**config.mk**
```make
export PLATFORM = sky130hd
export DESIGN_NAME = stage_sequencer_flat
export DESIGN_NICKNAME = d
export VERILOG_FILES = /design/src/rtl/stage_pkg.sv /design/src/rtl/stage_sequencer_if.sv /design/src/rtl/stall_timer.sv /design/src/rtl/stage_sequencer.sv /design/src/flat_wrapper.sv
export SDC_FILE = /design/constraint.sdc
export NUM_CORES = 1
export LEC_CHECK = 0
export BUFFER_PORTS_ARGS = -buffer_cell sky130_fd_sc_hd__buf_2
export CAP_MARGIN = 20
export CORE_ASPECT_RATIO = 1.2
export CORE_UTILIZATION = 45
export DETAILED_ROUTE_END_ITERATION = 8
export PLACE_DENSITY = 0.75
export SYNTH_ARGS = -nofsm -noshare
export SYNTH_HDL_FRONTEND = slang
export SYNTH_HIERARCHICAL = 1
export SYNTH_SLANG_ARGS = --single-unit
```
**constraint.sdc**
```tcl
create_clock -name Clock -period 2.6 [get_ports Clock]
set_input_delay 0.39 -clock Clock [delete_from_list [all_inputs] [get_ports Clock]]
set_output_delay 0.39 -clock Clock [all_outputs]
set_load 0.02 [all_outputs]
```
**src/rtl/stage_pkg.sv**
```systemverilog
// Shared stage codes for the multicycle sequencer and the stage-enable decoder.
// Both sides import these constants so the 3-bit Stage encoding is defined once.
package stage_pkg;

  localparam int STAGE_W = 3;

  localparam logic [STAGE_W-1:0] STAGE_IDLE      = 3'd0;
  localparam logic [STAGE_W-1:0] STAGE_FETCH     = 3'd1;
  localparam logic [STAGE_W-1:0] STAGE_DECODE    = 3'd2;
  localparam logic [STAGE_W-1:0] STAGE_EXECUTE   = 3'd3;
  localparam logic [STAGE_W-1:0] STAGE_MEMORY    = 3'd4;
  localparam logic [STAGE_W-1:0] STAGE_WRITEBACK = 3'd5;
  localparam logic [STAGE_W-1:0] STAGE_HALT      = 3'd6;

  typedef enum logic [STAGE_W-1:0] {
    ST_IDLE      = STAGE_IDLE,
    ST_FETCH     = STAGE_FETCH,
    ST_DECODE    = STAGE_DECODE,
    ST_EXECUTE   = STAGE_EXECUTE,
    ST_MEMORY    = STAGE_MEMORY,
    ST_WRITEBACK = STAGE_WRITEBACK,
    ST_HALT      = STAGE_HALT,
    ST_ILLEGAL   = 3'd7
  } stage_e;

  // Sticky control state carried across instructions.
  typedef struct packed {
    logic halt_req;   // external Halt_Request seen, not yet serviced
    logic halt_pend;  // current instruction decoded as HALT
    logic step;       // running a single-step instruction from IDLE
  } latch_t;

endpackage

```
**src/rtl/stage_sequencer_if.sv**
```systemverilog
// Control/status bundle between the stage sequencer and the processor core.
// master drives run control and decode/memory status; slave is the sequencer.
interface stage_sequencer_if #(
  parameter int COUNT_W = 16
);

  logic                         Run;
  logic                         Step;
  logic                         Resume;
  logic                         Halt_Request;
  logic                         Mem_Ready;
  logic                         Is_NOP;
  logic                         Is_HALT;
  logic                         Mem_Access;
  logic [stage_pkg::STAGE_W-1:0] Stage;
  logic                         NOP_FLAG;
  logic                         Halted;
  logic                         Fault;
  logic [COUNT_W-1:0]           Instr_Count;

  modport master (
    output Run, Step, Resume, Halt_Request, Mem_Ready, Is_NOP, Is_HALT, Mem_Access,
    input  Stage, NOP_FLAG, Halted, Fault, Instr_Count
  );

  modport slave (
    input  Run, Step, Resume, Halt_Request, Mem_Ready, Is_NOP, Is_HALT, Mem_Access,
    output Stage, NOP_FLAG, Halted, Fault, Instr_Count
  );

endinterface

```
**src/rtl/stall_timer.sv**
```systemverilog
// Consecutive-stall counter for Fetch/Memory waits. Timeout is high during the
// stall cycle whose increment would bring the count to MAX_WAIT.
module stall_timer #(
  parameter int MAX_WAIT = 15
) (
  input  logic Clock,
  input  logic Reset_n,
  input  logic clr,
  input  logic inc,
  output logic Timeout
);

  localparam int CNT_W = $clog2(MAX_WAIT + 1);

  logic [CNT_W-1:0] count_q, count_d;

  // NOTE: every signal written in an always_comb is given a default first, so no path can leave it unassigned and infer a latch.
  always_comb begin
    count_d = count_q;
    if (clr) begin
      count_d = '0;
    end else if (inc) begin
      count_d = count_q + 1'b1;
    end
  end

  // NOTE: registers are updated only with non-blocking <= in always_ff; blocking = stays in always_comb.
  always_ff @(posedge Clock) begin
    if (!Reset_n) begin
      count_q <= '0;
    end else begin
      count_q <= count_d;
    end
  end

  assign Timeout = (count_q == CNT_W'(MAX_WAIT - 1));

endmodule

```
**src/rtl/stage_sequencer.sv**
```systemverilog
// Multicycle stage sequencer: walks Fetch..WriteBack one stage per cycle, stalls on
// memory readiness, and handles run, single-step, halt, resume and stall timeout.
module stage_sequencer
  import stage_pkg::*;
#(
  parameter int MAX_WAIT = 15,
  parameter int COUNT_W  = 16
) (
  input  logic                Clock,
  input  logic                Reset_n,
  stage_sequencer_if.slave    bus
);

  stage_e             stage_q, stage_d;
  logic               nop_q, nop_d;
  logic               halted_q, halted_d;
  logic               fault_q, fault_d;
  logic [COUNT_W-1:0] count_q, count_d;
  latch_t             lat_q, lat_d;

  logic stall;
  logic timeout;
  logic timer_clr;
  logic timer_inc;

  stall_timer #(
    .MAX_WAIT (MAX_WAIT)
  ) u_stall_timer (
    .Clock   (Clock),
    .Reset_n (Reset_n),
    .clr     (timer_clr),
    .inc     (timer_inc),
    .Timeout (timeout)
  );

  always_comb begin
    stage_d = stage_q;
    nop_d   = nop_q;
    fault_d = fault_q;
    count_d = count_q;
    lat_d   = lat_q;
    stall   = 1'b0;

    // Halt requests are remembered everywhere except while already halted.
    if (stage_q != ST_HALT) begin
      lat_d.halt_req = lat_q.halt_req | bus.Halt_Request;
    end

    case (stage_q)
      ST_IDLE: begin
        if (lat_q.halt_req || bus.Halt_Request) begin
          stage_d = ST_HALT;
        end else if (bus.Run) begin
          stage_d = ST_FETCH;
        end else if (bus.Step) begin
          stage_d    = ST_FETCH;
          lat_d.step = 1'b1;
        end
      end

      ST_FETCH: begin
        if (bus.Mem_Ready) begin
          stage_d = ST_DECODE;
        end else begin
          stall = 1'b1;
          if (timeout) begin
            stage_d = ST_HALT;
            fault_d = 1'b1;
          end
        end
      end

      ST_DECODE: begin
        nop_d           = bus.Is_NOP;
        lat_d.halt_pend = bus.Is_HALT;
        stage_d         = ST_EXECUTE;
      end

      ST_EXECUTE: begin
        stage_d = ST_MEMORY;
      end

      ST_MEMORY: begin
        // A NOP never touches memory, so its Mem_Access decode is ignored.
        if (bus.Mem_Access && !nop_q && !bus.Mem_Ready) begin
          stall = 1'b1;
          if (timeout) begin
            stage_d = ST_HALT;
            fault_d = 1'b1;
          end
        end else begin
          stage_d = ST_WRITEBACK;
        end
      end

      ST_WRITEBACK: begin
        count_d = count_q + 1'b1;
        nop_d   = 1'b0;
        if (lat_q.halt_req || bus.Halt_Request || lat_q.halt_pend) begin
          stage_d = ST_HALT;
        end else if (lat_q.step) begin
          stage_d    = ST_IDLE;
          lat_d.step = 1'b0;
        end else if (bus.Run) begin
          stage_d = ST_FETCH;
        end else begin
          stage_d = ST_IDLE;
        end
      end

      ST_HALT: begin
        if (bus.Resume) begin
          stage_d         = ST_FETCH;
          fault_d         = 1'b0;
          lat_d.halt_req  = 1'b0;
          lat_d.halt_pend = 1'b0;
        end
      end

      default: begin
        stage_d = ST_IDLE;
        nop_d   = 1'b0;
        lat_d   = '0;
      end
    endcase

    halted_d  = (stage_d == ST_HALT);
    timer_inc = stall & ~timeout;
    timer_clr = ~stall | timeout;
  end

  always_ff @(posedge Clock) begin
    if (!Reset_n) begin
      stage_q  <= ST_IDLE;
      nop_q    <= 1'b0;
      halted_q <= 1'b0;
      fault_q  <= 1'b0;
      count_q  <= '0;
      lat_q    <= '0;
    end else begin
      stage_q  <= stage_d;
      nop_q    <= nop_d;
      halted_q <= halted_d;
      fault_q  <= fault_d;
      count_q  <= count_d;
      lat_q    <= lat_d;
    end
  end

  assign bus.Stage       = stage_q;
  assign bus.NOP_FLAG    = nop_q;
  assign bus.Halted      = halted_q;
  assign bus.Fault       = fault_q;
  assign bus.Instr_Count = count_q;

endmodule

```
**src/flat_wrapper.sv**
```systemverilog
// flat-port wrapper written by rule: the top's interface ports become plain ports
module stage_sequencer_flat import stage_pkg::*;
#(
  parameter int MAX_WAIT = 15,
  parameter int COUNT_W  = 16
)
  (Clock, Reset_n, bus_Run, bus_Step, bus_Resume, bus_Halt_Request, bus_Mem_Ready, bus_Is_NOP, bus_Is_HALT, bus_Mem_Access, bus_Stage, bus_NOP_FLAG, bus_Halted, bus_Fault, bus_Instr_Count);
  stage_sequencer_if #(.COUNT_W(COUNT_W)) bus_i ();
  input  logic Clock;
  input  logic Reset_n;
  input wire logic [$bits(bus_i.Run)-1:0] bus_Run;
  input wire logic [$bits(bus_i.Step)-1:0] bus_Step;
  input wire logic [$bits(bus_i.Resume)-1:0] bus_Resume;
  input wire logic [$bits(bus_i.Halt_Request)-1:0] bus_Halt_Request;
  input wire logic [$bits(bus_i.Mem_Ready)-1:0] bus_Mem_Ready;
  input wire logic [$bits(bus_i.Is_NOP)-1:0] bus_Is_NOP;
  input wire logic [$bits(bus_i.Is_HALT)-1:0] bus_Is_HALT;
  input wire logic [$bits(bus_i.Mem_Access)-1:0] bus_Mem_Access;
  output wire logic [$bits(bus_i.Stage)-1:0] bus_Stage;
  output wire logic [$bits(bus_i.NOP_FLAG)-1:0] bus_NOP_FLAG;
  output wire logic [$bits(bus_i.Halted)-1:0] bus_Halted;
  output wire logic [$bits(bus_i.Fault)-1:0] bus_Fault;
  output wire logic [$bits(bus_i.Instr_Count)-1:0] bus_Instr_Count;
  assign bus_i.Run = bus_Run;
  assign bus_i.Step = bus_Step;
  assign bus_i.Resume = bus_Resume;
  assign bus_i.Halt_Request = bus_Halt_Request;
  assign bus_i.Mem_Ready = bus_Mem_Ready;
  assign bus_i.Is_NOP = bus_Is_NOP;
  assign bus_i.Is_HALT = bus_Is_HALT;
  assign bus_i.Mem_Access = bus_Mem_Access;
  assign bus_Stage = bus_i.Stage;
  assign bus_NOP_FLAG = bus_i.NOP_FLAG;
  assign bus_Halted = bus_i.Halted;
  assign bus_Fault = bus_i.Fault;
  assign bus_Instr_Count = bus_i.Instr_Count;
  stage_sequencer #(.MAX_WAIT(MAX_WAIT), .COUNT_W(COUNT_W)) u_core (.Clock(Clock), .Reset_n(Reset_n), .bus(bus_i));
endmodule
```
Word level (Yosys, flattened, before mapping) --
Cells that the tools add are included.
Word-level totals: flip-flop bits (word level) 29, input bits 10, word-level logic and storage cells 80
Operators by class: equal/unequal tests 16, reduce and logical (&&, ||, !) cells 16, add/sub/neg operators 2, bitwise logic cells 8, muxes and demuxes 29
Operator list (number):
- 3-bit two-way mux | 9
- 3-bit one-hot mux with 7 select lines | 1
- 16-bit by 1-bit adder with 16-bit output (second input constant) | 1
- 5-bit OR reduction | 3
- 3-bit equality test (second input constant) | 4
- 1-bit two-way mux | 12
- 2-bit inequality test (second input constant) | 6
- 1-bit one-hot mux with 3 select lines | 3
- 3-bit by 2-bit equality test with 1-bit output (second input constant) | 2
- 1-bit one-hot mux with 2 select lines | 3
- 6-bit OR reduction | 1
- 1-bit NOT | 5
- 5-bit AND reduction | 1
- 4-bit by 1-bit adder with 4-bit output (second input constant) | 1
- 4-bit equality test (second input constant) | 1
- 4-bit AND reduction | 1
- 3-bit by 1-bit equality test with 1-bit output (second input constant) | 1
- 3-bit logical NOT | 1
- 3-bit inequality test (second input constant) | 1
- 3-bit nonzero test | 1
- 1-bit logical AND | 2
- 1-bit logical NOT | 2
- 1-bit logical OR | 2
- 2-bit two-way mux | 1
- 5 further kinds | 6

Longest topological paths before layout --
depth in word-level cells 8, depth in mapped cells 7

By module --
The synthesis kept the hierarchy.
Modules (own cells, without submodules):
- stage_sequencer | cells an instance 164, area an instance 1346.3 sq um, instances 1, sequential area each 500.5 sq um
- stall_timer | cells an instance 20, area an instance 200.2 sq um, instances 1, sequential area each 80.1 sq um

Least setup slack after synthesis --
No wires, ideal clock.
path kind register to register, start point register u_core.stage_q[2], in the netlist u_core/bus.Stage[2], end point register u_core.count_q[13], in the netlist u_core/bus.Instr_Count[13], clock period less this slack 1697 ps, arrival 1625 ps, buffers on the path 1, data required time 2528 ps, stages on the path, launching flop included 6, path slack 903 ps, path through dfxtp_1 > buf_4 > and4b_4 > nand3_4 > or4_1 > a21oi_1
On the way: word-level cells in the longest chain between the ends 1
RTL lines:
- start: declaration | RTL line stage_sequencer.sv:14 | stage_e stage_q, stage_d;
- start signal: assignment | RTL line stage_sequencer.sv:141 | stage_q <= stage_d;
- 3-bit equality test | RTL line stage_sequencer.sv:49 | case (stage_q)
- end signal: assignment | RTL line stage_sequencer.sv:145 | count_q <= count_d;
- end: declaration | RTL line stage_sequencer.sv:18 | logic [COUNT_W-1:0] count_q, count_d;
Every way passes these cells. A chain may end at the register's enable or synchronous reset.

Worst setup path after layout --
start point register u_core.stage_q[1], in the netlist u_core/bus.Stage[1], end point register u_core.count_q[15], in the netlist u_core/bus.Instr_Count[15]
Same word-level chain as after synthesis.

==> flow_summary.json <==
{
  "outcome": "completed",
  "netlist_instances": 184,
  "yosys_warnings": 6,
  "start_kind": "flip-flop",
  "p_int_mw": 0.898,
  "final_cell_mix": "31 x buf_2, 29 x dfxtp_1, 20 x nor2_1",
  "seq_power_share_pct": 40.9,
  "cts_tree": "done",
  "via_per_inst": 5.69,
  "grt_pass1_wl_um": 5680,
  "period_minus_slack_ns": 1.87,
  "ys_async_sr_fraction_pct": 0,
  "io_pins": 32,
  "ys_seq_area_share_pct": 37.5,
  "vias": 1445,
  "drc_errors": 0,
  "synth_compound_area_share_pct": 17.0,
  "nNetsFinal": 230,
  "p_switching_mw": 0.490,
  "avgRoutedWirePerCell_um": 12.9,
  "nFillCells": 298,
  "cts.sinks": 29,
  "dieArea_sq_mm": 0.00368,
  "synth_flop_cell": "dfxtp_1",
  "cts_hold_buf": 0,
  "fin_ws_ns": 0.727,
  "crit_arrival_ns": 2.13,
  "numCtsBuffers": 5,
  "setup_viol": 0,
  "crit_fanout": 21,
  "cts-root-buf": "clkbuf_4",
  "endpoint_kind": "flip-flop",
  "worst_slew_pin_slew_ns": 0.652,
  "syn_area_per_cell_sq_um": 8.40,
  "row_count": 22,
  "p_leak_nw": 0.742,
  "synth_edf_count": 0,
  "synth.area.mux_share_pct": 0.647,
  "rsz0062_at_grt": "no",
  "synth_fp_nets": 197,
  "synth.top_cell.area_share_pct": 37.5,
  "grt_usage_pct": 19.6,
  "path_class": "reg -> reg",
  "syn_area_sq_mm": 0.00155,
  "diodes": 0,
  "synthXorXnorAreaFrac_pct": 6.80,
  "drtIter0Drc": 106,
  "portBuffers": 31,
  "ir_drop_v": 0.000526,
  "synth_top_family_by_area": "simple AND/OR/NAND/NOR gates",
  "combPwrFrac_pct": 31.3,
  "grt_max_degree": 22,
  "die_w_um": 55.5,
  "initial_core_util_pct": 48.9,
  "drt-total-wl_um": 3290,
  "cts-htree-levels": 2,
  "yosysTopAreaCell": "dfxtp_1",
  "cts_resized": 0,
  "slew_headroom_pct": 56.5,
  "syn_to_final_growth_pct": 17.4,
  "cts_setup_buffers": 0,
  "drive_gt1_share_pct": 20.6,
  "finClkSkew_ns": 0.00555,
  "drv_slew": 0,
  "powerDensity_mw_per_mm2": 765,
  "hpwl_um": 2290,
  "synthAdderAreaFrac_pct": 2.43,
  "clockBufferDepth": 2,
  "grt_overflow": 0,
  "synth_cell_type_count": 51,
  "antenna_found_initial": 0,
  "power.share.switching_pct": 35.3,
  "core_sq_mm": 0.00317,
  "clock_latency_ns": 0.33,
  "utilization_pct": 57.4,
  "die_h_um": 66.2,
  "instances_no_fill": 254,
  "postRouteAntennaNets": 0,
  "clk_pin_slew_ns": 0.09,
  "layout_commonest_cell": "buf_2",
  "placedCellCount": 246,
  "hold_path_class": "in -> reg",
  "whs_ns": 0.336,
  "drtPass1Iterations": 4,
  "max-cap-violations": 0,
  "fin_crit_sh_pct": 72.1,
  "ys_top_cells_by_area": "dfxtp_1 38%, nor2_1 4.9%, xor2_1 4.0%",
  "cp.required_ns": 2.85,
  "first_global_vias": 1265,
  "fin_setup_tns_ns": 0,
  "clkPwrFrac_pct": 27.8,
  "max_freq_mhz": 534,
  "timing.final.hold_violations": 0,
  "pre_cts_ws_ns": 0.762,
  "place_congestion": 0.871,
  "yosys.area_share.simple_pct": 31.6,
  "ys_seq_elements": 29
}
-- worst max-delay path, stage by stage (launching register included) --
cell	delay, ns
dfxtp_1	0.53
and4b_4	0.48
nand3_4	0.12
or4_1	0.52
a21oi_1	0.14
-- power by group through the flow --
stage	Clock, mW	Combinational (mW)	Sequential (mW)
2_1_floorplan	0	0.327	0.566
3_3_place_gp	0	0.426	0.572
3_5_place_dp	0	0.426	0.575
4_1_cts	0.397	0.428	0.566
5_1_grt	0.422	0.475	0.577
6_report	0.386	0.435	0.567
-- final cells by class --
cell class | instances | area, sq um | area share, %
Multi-Input combinational cell | 140 | 905 | 49.8
Sequential cell | 29 | 581 | 32.0
Timing Repair Buffer | 33 | 170 | 9.37
Clock buffer | 7 | 55.1 | 3.03
Tap cell | 36 | 45.0 | 2.48
Inverter | 8 | 30.0 | 1.65
Clock inverter | 1 | 30.0 | 1.65
-- cell families after synthesis --
logic type | Yosys count
simple gates | 85
compound gates | 39
flops | 29
buf+inv | 15
xor+xnor | 12
fa+ha+maj | 3
mux | 1
-- routing by layer --
layer  global-route usage, %  vias to the layer above  wire length (um)
li1                        -                      741                 -
met1                    24.4                      647              1520
met2                    31.3                       50              1520
met3                    6.07                        7               192
met4                    7.81                        0                57
met5                       0                        -                 0
-- synth_stat cells, types with 5 or more instances --
cell type and n:
xor2_1 7, dfxtp_1 29, a21oi_1 10, nand4_1 6
nor2b_1 5, o21ai_0 7, nand2_1 10, nor2_1 20
nand3_1 9, inv_1 7, xnor2_1 5, or3_1 5
-- path summary, 6_finish.rpt --
path | from | end | slack (ns) | cells after the start
max | u_core/bus.Stage[1]$_SDFF_PN0_ | u_core/bus.Instr_Count[15]$_SDFFE_PN0P_ | 0.73 | 4
min | bus_Halt_Request | u_core/lat_q[2]$_SDFF_PN0_ | 0.34 | 3
max reg2reg | u_core/bus.Stage[1]$_SDFF_PN0_ | u_core/bus.Instr_Count[15]$_SDFFE_PN0P_ | 0.73 | 4
min reg2reg | u_core/bus.Fault$_SDFFE_PN0P_ | u_core/bus.Fault$_SDFFE_PN0P_ | 0.46 | 2
-- per-stage QoR --
step	cell area (sq um)	power, mW
4_1_cts	1820	1.39
3_5_place_dp	1730	1.00
3_3_place_gp	1730	0.998
2_1_floorplan	1550	0.893
5_1_grt	1820	1.47
6_report	1820	1.39
-- state kept, by name, indices dropped and copies added, names as in the netlist --
signal                        cells
u_core/bus.Fault                  1
u_core/bus.Halted                 1
u_core/bus.Instr_Count           16
u_core/bus.NOP_FLAG               1
u_core/bus.Stage                  3
u_core/lat_q                      3
u_core/u_stall_timer/count_q      4
No activity file was read; power rests on OpenSTA's default activity.
